==> src/rtl/servant_wb_initiator.sv <==
// Queued single-cycle Wishbone initiator for the servant peripheral bus.
// Define WB_TIMEOUT_EN to abort cycles unacknowledged for TO_CYCLES clocks.
module servant_wb_initiator #(
  parameter int unsigned CMD_DEPTH = 4,
  parameter int unsigned TO_CYCLES = 255
) (
  input  logic        i_wb_clk,
  input  logic        i_wb_rst_n,
  input  logic        i_cmd_valid,
  output logic        o_cmd_ready,
  input  logic        i_cmd_we,
  input  logic [31:0] i_cmd_adr,
  input  logic [31:0] i_cmd_dat,
  output logic        o_rsp_valid,
  input  logic        i_rsp_ready,
  output logic [31:0] o_rsp_dat,
  output logic        o_rsp_err,
  output logic [31:0] o_wb_adr,
  output logic [31:0] o_wb_dat,
  output logic        o_wb_we,
  output logic        o_wb_cyc,
  input  logic [31:0] i_wb_rdt,
  input  logic        i_wb_ack,
  output logic        o_busy
);

  localparam int unsigned AW = $clog2(CMD_DEPTH);
  localparam logic [AW:0] PTR_ONE = {{AW{1'b0}}, 1'b1};

  typedef struct packed {
    logic        we;
    logic [31:0] adr;
    logic [31:0] dat;
  } cmd_t;

  typedef enum logic [1:0] {
    IDLE,
    BUS,
    RSP
  } state_e;

  cmd_t        mem_q [CMD_DEPTH];
  logic [AW:0] wptr_q;
  logic [AW:0] rptr_q;
  logic        rdy_en_q;
  logic        empty;
  logic        full;
  logic        push;
  logic        pop;
  cmd_t        head;

  state_e      state_q, state_d;
  logic [31:0] adr_q, adr_d;
  logic [31:0] dat_q, dat_d;
  logic        we_q, we_d;
  logic        cyc_q, cyc_d;
  logic        rsp_valid_q, rsp_valid_d;
  logic [31:0] rsp_dat_q, rsp_dat_d;

  assign empty = (wptr_q == rptr_q);
  assign full  = (wptr_q[AW] != rptr_q[AW]) &&
                 (wptr_q[AW-1:0] == rptr_q[AW-1:0]);
  // Held low through reset; rises on the first clock after release.
  assign o_cmd_ready = rdy_en_q & ~full;
  assign push = i_cmd_valid & o_cmd_ready;
  assign head = mem_q[rptr_q[AW-1:0]];

`ifdef WB_TIMEOUT_EN
  localparam int unsigned CW = $clog2(TO_CYCLES + 1);
  localparam logic [CW-1:0] TO_LAST = CW'(TO_CYCLES - 1);
  logic [CW-1:0] to_cnt_q, to_cnt_d;
  logic          rsp_err_q, rsp_err_d;
`else
  logic unused_to;
  assign unused_to = |TO_CYCLES;
`endif

  always_comb begin
    state_d     = state_q;
    pop         = 1'b0;
    adr_d       = adr_q;
    dat_d       = dat_q;
    we_d        = we_q;
    cyc_d       = cyc_q;
    rsp_valid_d = rsp_valid_q;
    rsp_dat_d   = rsp_dat_q;
`ifdef WB_TIMEOUT_EN
    to_cnt_d    = to_cnt_q;
    rsp_err_d   = rsp_err_q;
`endif
    unique case (state_q)
      IDLE: begin
        if (!empty) begin
          pop     = 1'b1;
          adr_d   = head.adr;
          dat_d   = head.dat;
          we_d    = head.we;
          cyc_d   = 1'b1;
          state_d = BUS;
`ifdef WB_TIMEOUT_EN
          to_cnt_d = '0;
`endif
        end
      end
      BUS: begin
        if (i_wb_ack) begin
          cyc_d       = 1'b0;
          rsp_valid_d = 1'b1;
          rsp_dat_d   = we_q ? 32'h0 : i_wb_rdt;
          state_d     = RSP;
`ifdef WB_TIMEOUT_EN
          rsp_err_d   = 1'b0;
        end else if (to_cnt_q == TO_LAST) begin
          cyc_d       = 1'b0;
          rsp_valid_d = 1'b1;
          rsp_dat_d   = 32'hDEAD_BEEF;
          rsp_err_d   = 1'b1;
          state_d     = RSP;
        end else begin
          to_cnt_d    = to_cnt_q + 1'b1;
`endif
        end
      end
      RSP: begin
        if (i_rsp_ready) begin
          rsp_valid_d = 1'b0;
          state_d     = IDLE;
        end
      end
      default: state_d = IDLE;
    endcase
  end

  always_ff @(posedge i_wb_clk or negedge i_wb_rst_n) begin
    if (!i_wb_rst_n) begin
      for (int i = 0; i < int'(CMD_DEPTH); i++) mem_q[i] <= '0;
      wptr_q      <= '0;
      rptr_q      <= '0;
      rdy_en_q    <= 1'b0;
      state_q     <= IDLE;
      adr_q       <= '0;
      dat_q       <= '0;
      we_q        <= 1'b0;
      cyc_q       <= 1'b0;
      rsp_valid_q <= 1'b0;
      rsp_dat_q   <= '0;
`ifdef WB_TIMEOUT_EN
      to_cnt_q    <= '0;
      rsp_err_q   <= 1'b0;
`endif
    end else begin
      rdy_en_q <= 1'b1;
      if (push) begin
        mem_q[wptr_q[AW-1:0]] <= '{we: i_cmd_we, adr: i_cmd_adr, dat: i_cmd_dat};
        wptr_q <= wptr_q + PTR_ONE;
      end
      if (pop) rptr_q <= rptr_q + PTR_ONE;
      state_q     <= state_d;
      adr_q       <= adr_d;
      dat_q       <= dat_d;
      we_q        <= we_d;
      cyc_q       <= cyc_d;
      rsp_valid_q <= rsp_valid_d;
      rsp_dat_q   <= rsp_dat_d;
`ifdef WB_TIMEOUT_EN
      to_cnt_q    <= to_cnt_d;
      rsp_err_q   <= rsp_err_d;
`endif
    end
  end

  assign o_wb_adr    = adr_q;
  assign o_wb_dat    = dat_q;
  assign o_wb_we     = we_q;
  assign o_wb_cyc    = cyc_q;
  assign o_rsp_valid = rsp_valid_q;
  assign o_rsp_dat   = rsp_dat_q;
`ifdef WB_TIMEOUT_EN
  assign o_rsp_err   = rsp_err_q;
`else
  assign o_rsp_err   = 1'b0;
`endif
  assign o_busy      = ~empty | (state_q != IDLE);

endmodule

==> config.mk <==
export PLATFORM = sky130hd
export DESIGN_NAME = servant_wb_initiator
export DESIGN_NICKNAME = d
export VERILOG_FILES = /design/src/rtl/servant_wb_initiator.sv
export SDC_FILE = /design/constraint.sdc
export NUM_CORES = 1
export LEC_CHECK = 0
export BUFFER_PORTS_ARGS = -buffer_cell sky130_fd_sc_hd__buf_2
export CORE_MARGIN = 2
export CORE_UTILIZATION = 60
export CTS_CLUSTER_SIZE = 20
export DETAILED_ROUTE_END_ITERATION = 8
export GPL_TIMING_DRIVEN = 0
export PLACE_DENSITY = 0.81
export SYNTH_ARGS = -nofsm -noshare
export SYNTH_HDL_FRONTEND = slang
export SYNTH_SLANG_ARGS = --single-unit
==> constraint.sdc <==
create_clock -name i_wb_clk -period 5.7 [get_ports i_wb_clk]
set_input_delay 1.14 -clock i_wb_clk [delete_from_list [all_inputs] [get_ports i_wb_clk]]
set_output_delay 1.14 -clock i_wb_clk [all_outputs]
set_load 0.1 [all_outputs]
==> summary.md <==
| Metric | Value |
|---|---|
| Final setup fails | `0` |
| Sequential share of the synthesized area | `0.5947` |
| Post-synth top flop | `dfrtp_1` |
| Initial cell density of the core | `0.6132` |
| Die height | `164.7 um` |
| CTS Buf Count | `38` |
| Clk sinks | `about 370` |
| Total vias in the final route | `8862` |
| Nets | `1308` |
| First drt pass iteration count | `4` |
| Setup tns final | `0 ns` |
| Post-cts resize count | `0` |
| Yosys cell types | `28` |
| Crit start category | `flop` |
| Non-filler instance count after layout | `1564` |
| Root Buffer Master | `clkbuf_16` |
| Max Cap Viol | `0` |
| Final ANT Viol Nets | `0` |
| Largest net degree at the start of global routing | `127` |
| Cell Area, Placed | `16980 um2` |
| Top post-synthesis cells by area | `dfrtp_1 (59%), mux2_1 (14%), mux2_2 (10%)` |
| Max clock buf depth | `3` |
| Fraction of registers with async set/reset | `1.000` |
| Hold buffers post-CTS | `0` |
| H-tree depth | `2` |
| Area leader, netlist | `dfrtp_1` |
| Ys Warns | `0` |
| Worst EP required | `4.56 ns` |
| First-pass GRT wire length | `between 40000 and 50000 um` |
| Worst slew pin tran | `0.9169 ns` |
| Hold WC Path Type | `flop to flop` |
| Period utilization | `0.5736` |
| Core area | `between 20000 and 30000 um2` |
| Crit end category | `primary output` |
| Worst-Skew Late Latency | `a little over 0.5 ns` |
| Post-synthesis cell count | `roughly 960` |
| # DRC | `0` |
| Post-synthesis cell area | `15490 um2` |
| Final RePlAce weighted congestion | `0.7596` |
| Maximum clock rate | `305.9 MHz` |
| Max Slew Vio Count | `0` |
| Io pins | `204` |
| Clock slew at reported path FFs | `0.06 ns` |
| Final WS setup | `2.431 ns` |
| Tmin final | `3.269 ns` |
| Initial antenna violation count | `7` |
| Number of synthesized flops with an enable pin | `0` |
| Post-Synthesis Mean Instance Area | `16.18 um2` |
| DRT Wirelength | `31010 um` |
| Die X | `about 160 um` |
| Vias per Instance | `5.666` |
| Crit Path Max Fanout | `10` |
| Row cnt | `58` |
| RSZ-0062 raised after global routing | `no` |
| CTS tree | `built` |
| Critical path, cell by cell | `clkbuf_1 > xor2_2 > o31a_1 > buf_2` |
| GR Overflow Total | `0` |
| Share of layout cells above drive strength 1 | `0.4129` |
| Top-count cell post-synth | `dfrtp_1` |
| Hpwl dp | `20730 um` |
| Yosys top cell area share | `0.5947` |
| WP data arrival | `2.13 ns` |
| Clk_skew | `approximately 0.0088 ns` |
| Number of synthesized register bits | `368` |
| Commonest cells post-synth | `dfrtp_1 (368), mux2_1 (190), mux2_2 (137)` |
| Relative slew slack | `0.3887` |
| Syn-to-layout area delta | `17.83%` |
| Number of global-route vias before repair | `between 9000 and 10000` |
| Routed WL per cell | `19.83 um` |
| Postcts setup bufs | `0` |
| Fillers | `1672` |
| CP max-delay cell | `buf_2` |
| Outcome | `complete, no violations` |
| GRT Overall Usage | `0.2348` |
| DIE AREA | `27110 um2` |
| Placed insts | `1491` |
| Fin. Hold Viols | `0` |
| Iter 0 DRT Violations | `486` |
| Syn nets | `1064` |
| Critical Path Max Stage Delay | `0.43 ns` |
| I/O Buffers | `roughly 200` |
| Post-route cell area | `between 15000 and 20000 um2` |
| Worst Setup Path Type | `flop to primary output` |
| R2R setup slack | `3.29 ns` |
| DP Worst Slack | `between 2 and 3 ns` |
-- per-stage QoR --
stage / util / hold WS [ns]
floorplan: - / 0.4559
global placement: 0.6696 / 0.4594
detailed placement: 0.6722 / 0.4656
CTS: 0.7220 / 0.4792
global route: 0.7224 / 0.4966
finish: 0.7226 / 0.4742
-- placed cells by master, fill, tap and decap left out, types with 3 or more instances in the layout --
cell type,netlist,final
buf_2,20,221
buf_4,23,23
bufinv_16,0,3
clkbuf_1,17,28
clkbuf_16,0,39
clkbuf_8,0,8
clkinv_2,0,3
dfrtp_1,368,368
diode_2,0,6
ha_1,5,5
inv_1,3,3
mux2_1,190,190
mux2_2,137,137
mux4_2,65,65
nand2_1,35,35
nand2b_1,32,32
o21ai_0,34,34
o311ai_1,4,4
o31a_1,3,3
xnor2_1,4,4
-- metal layers --
metal	global-route usage	vias to the layer above	share of wire	wire length (um)
li1	-	3976	-	-
met1	0.3115	4634	0.43	13400
met2	0.3948	193	0.50	15380
met3	0.04746	55	0.052	1600
met4	0.07431	4	0.019	601
met5	0	-	0.00071	22
-- sequential cells by signal (all words and copies together), names as in the netlist --
name         flops
o_wb_cyc         1
o_wb_adr        32
wptr_q           3
state_q          2
rptr_q           3
o_wb_dat        32
mem_q          260
o_rsp_dat       32
o_rsp_valid      1
rdy_en_q         1
o_wb_we          1
-- cell type report --
type,count,area (um2),area share
antenna,6,15.01,0.0008228
buffer,61,340.3,0.01865
clock buffer,58,1127,0.06178
clock inverter,9,130.1,0.007131
inverter,3,11.26,0.0006171
multi-input combinational,525,5926,0.3247
sequential,368,9209,0.5047
tap,330,412.9,0.02263
timing repair buffer,204,1076,0.05897
-- path summary, 6_finish.rpt --
path,from,end,cells after the start
max,rptr_q[0]$_DFFE_PN0P_,o_cmd_ready,4
min,o_rsp_dat[13]$_DFFE_PN0P_,o_rsp_dat[13]$_DFFE_PN0P_,2
max reg2reg,rptr_q[1]$_DFFE_PN0P_,o_wb_adr[23]$_DFFE_PN0P_,4
min reg2reg,o_rsp_dat[13]$_DFFE_PN0P_,o_rsp_dat[13]$_DFFE_PN0P_,2
max in group asynchronous,i_wb_rst_n,mem_q[132]$_DFFE_PN0P_,2
min in group asynchronous,i_wb_rst_n,o_wb_adr[5]$_DFFE_PN0P_,1
-- cells by family after synthesis --
family / share of synthesized area
AOI/OAI and AO/OA: 0.01681
xor gates and xnor gates: 0.005494
adders and majority gates: 0.004040
buffers and inverters: 0.02270
DFF: 0.5947
muxes: 0.3323
other: 0.0004850
and+or+nand+nor: 0.02351
-- critical path, delay by kind of cell (launching register included) --
| family | cells | cell delay [ns] |
|---|---|---|
| XOR/XNOR | 1 | 0.39 |
| buffers and inverters | 2 | 0.66 |
| AO/OA/AOI/OAI | 1 | 0.20 |
| flip-flops | 1 | 0.35 |
Power is not shown: default switching activity piles up to over one toggle a cycle in this logic, so the estimate is an artifact.
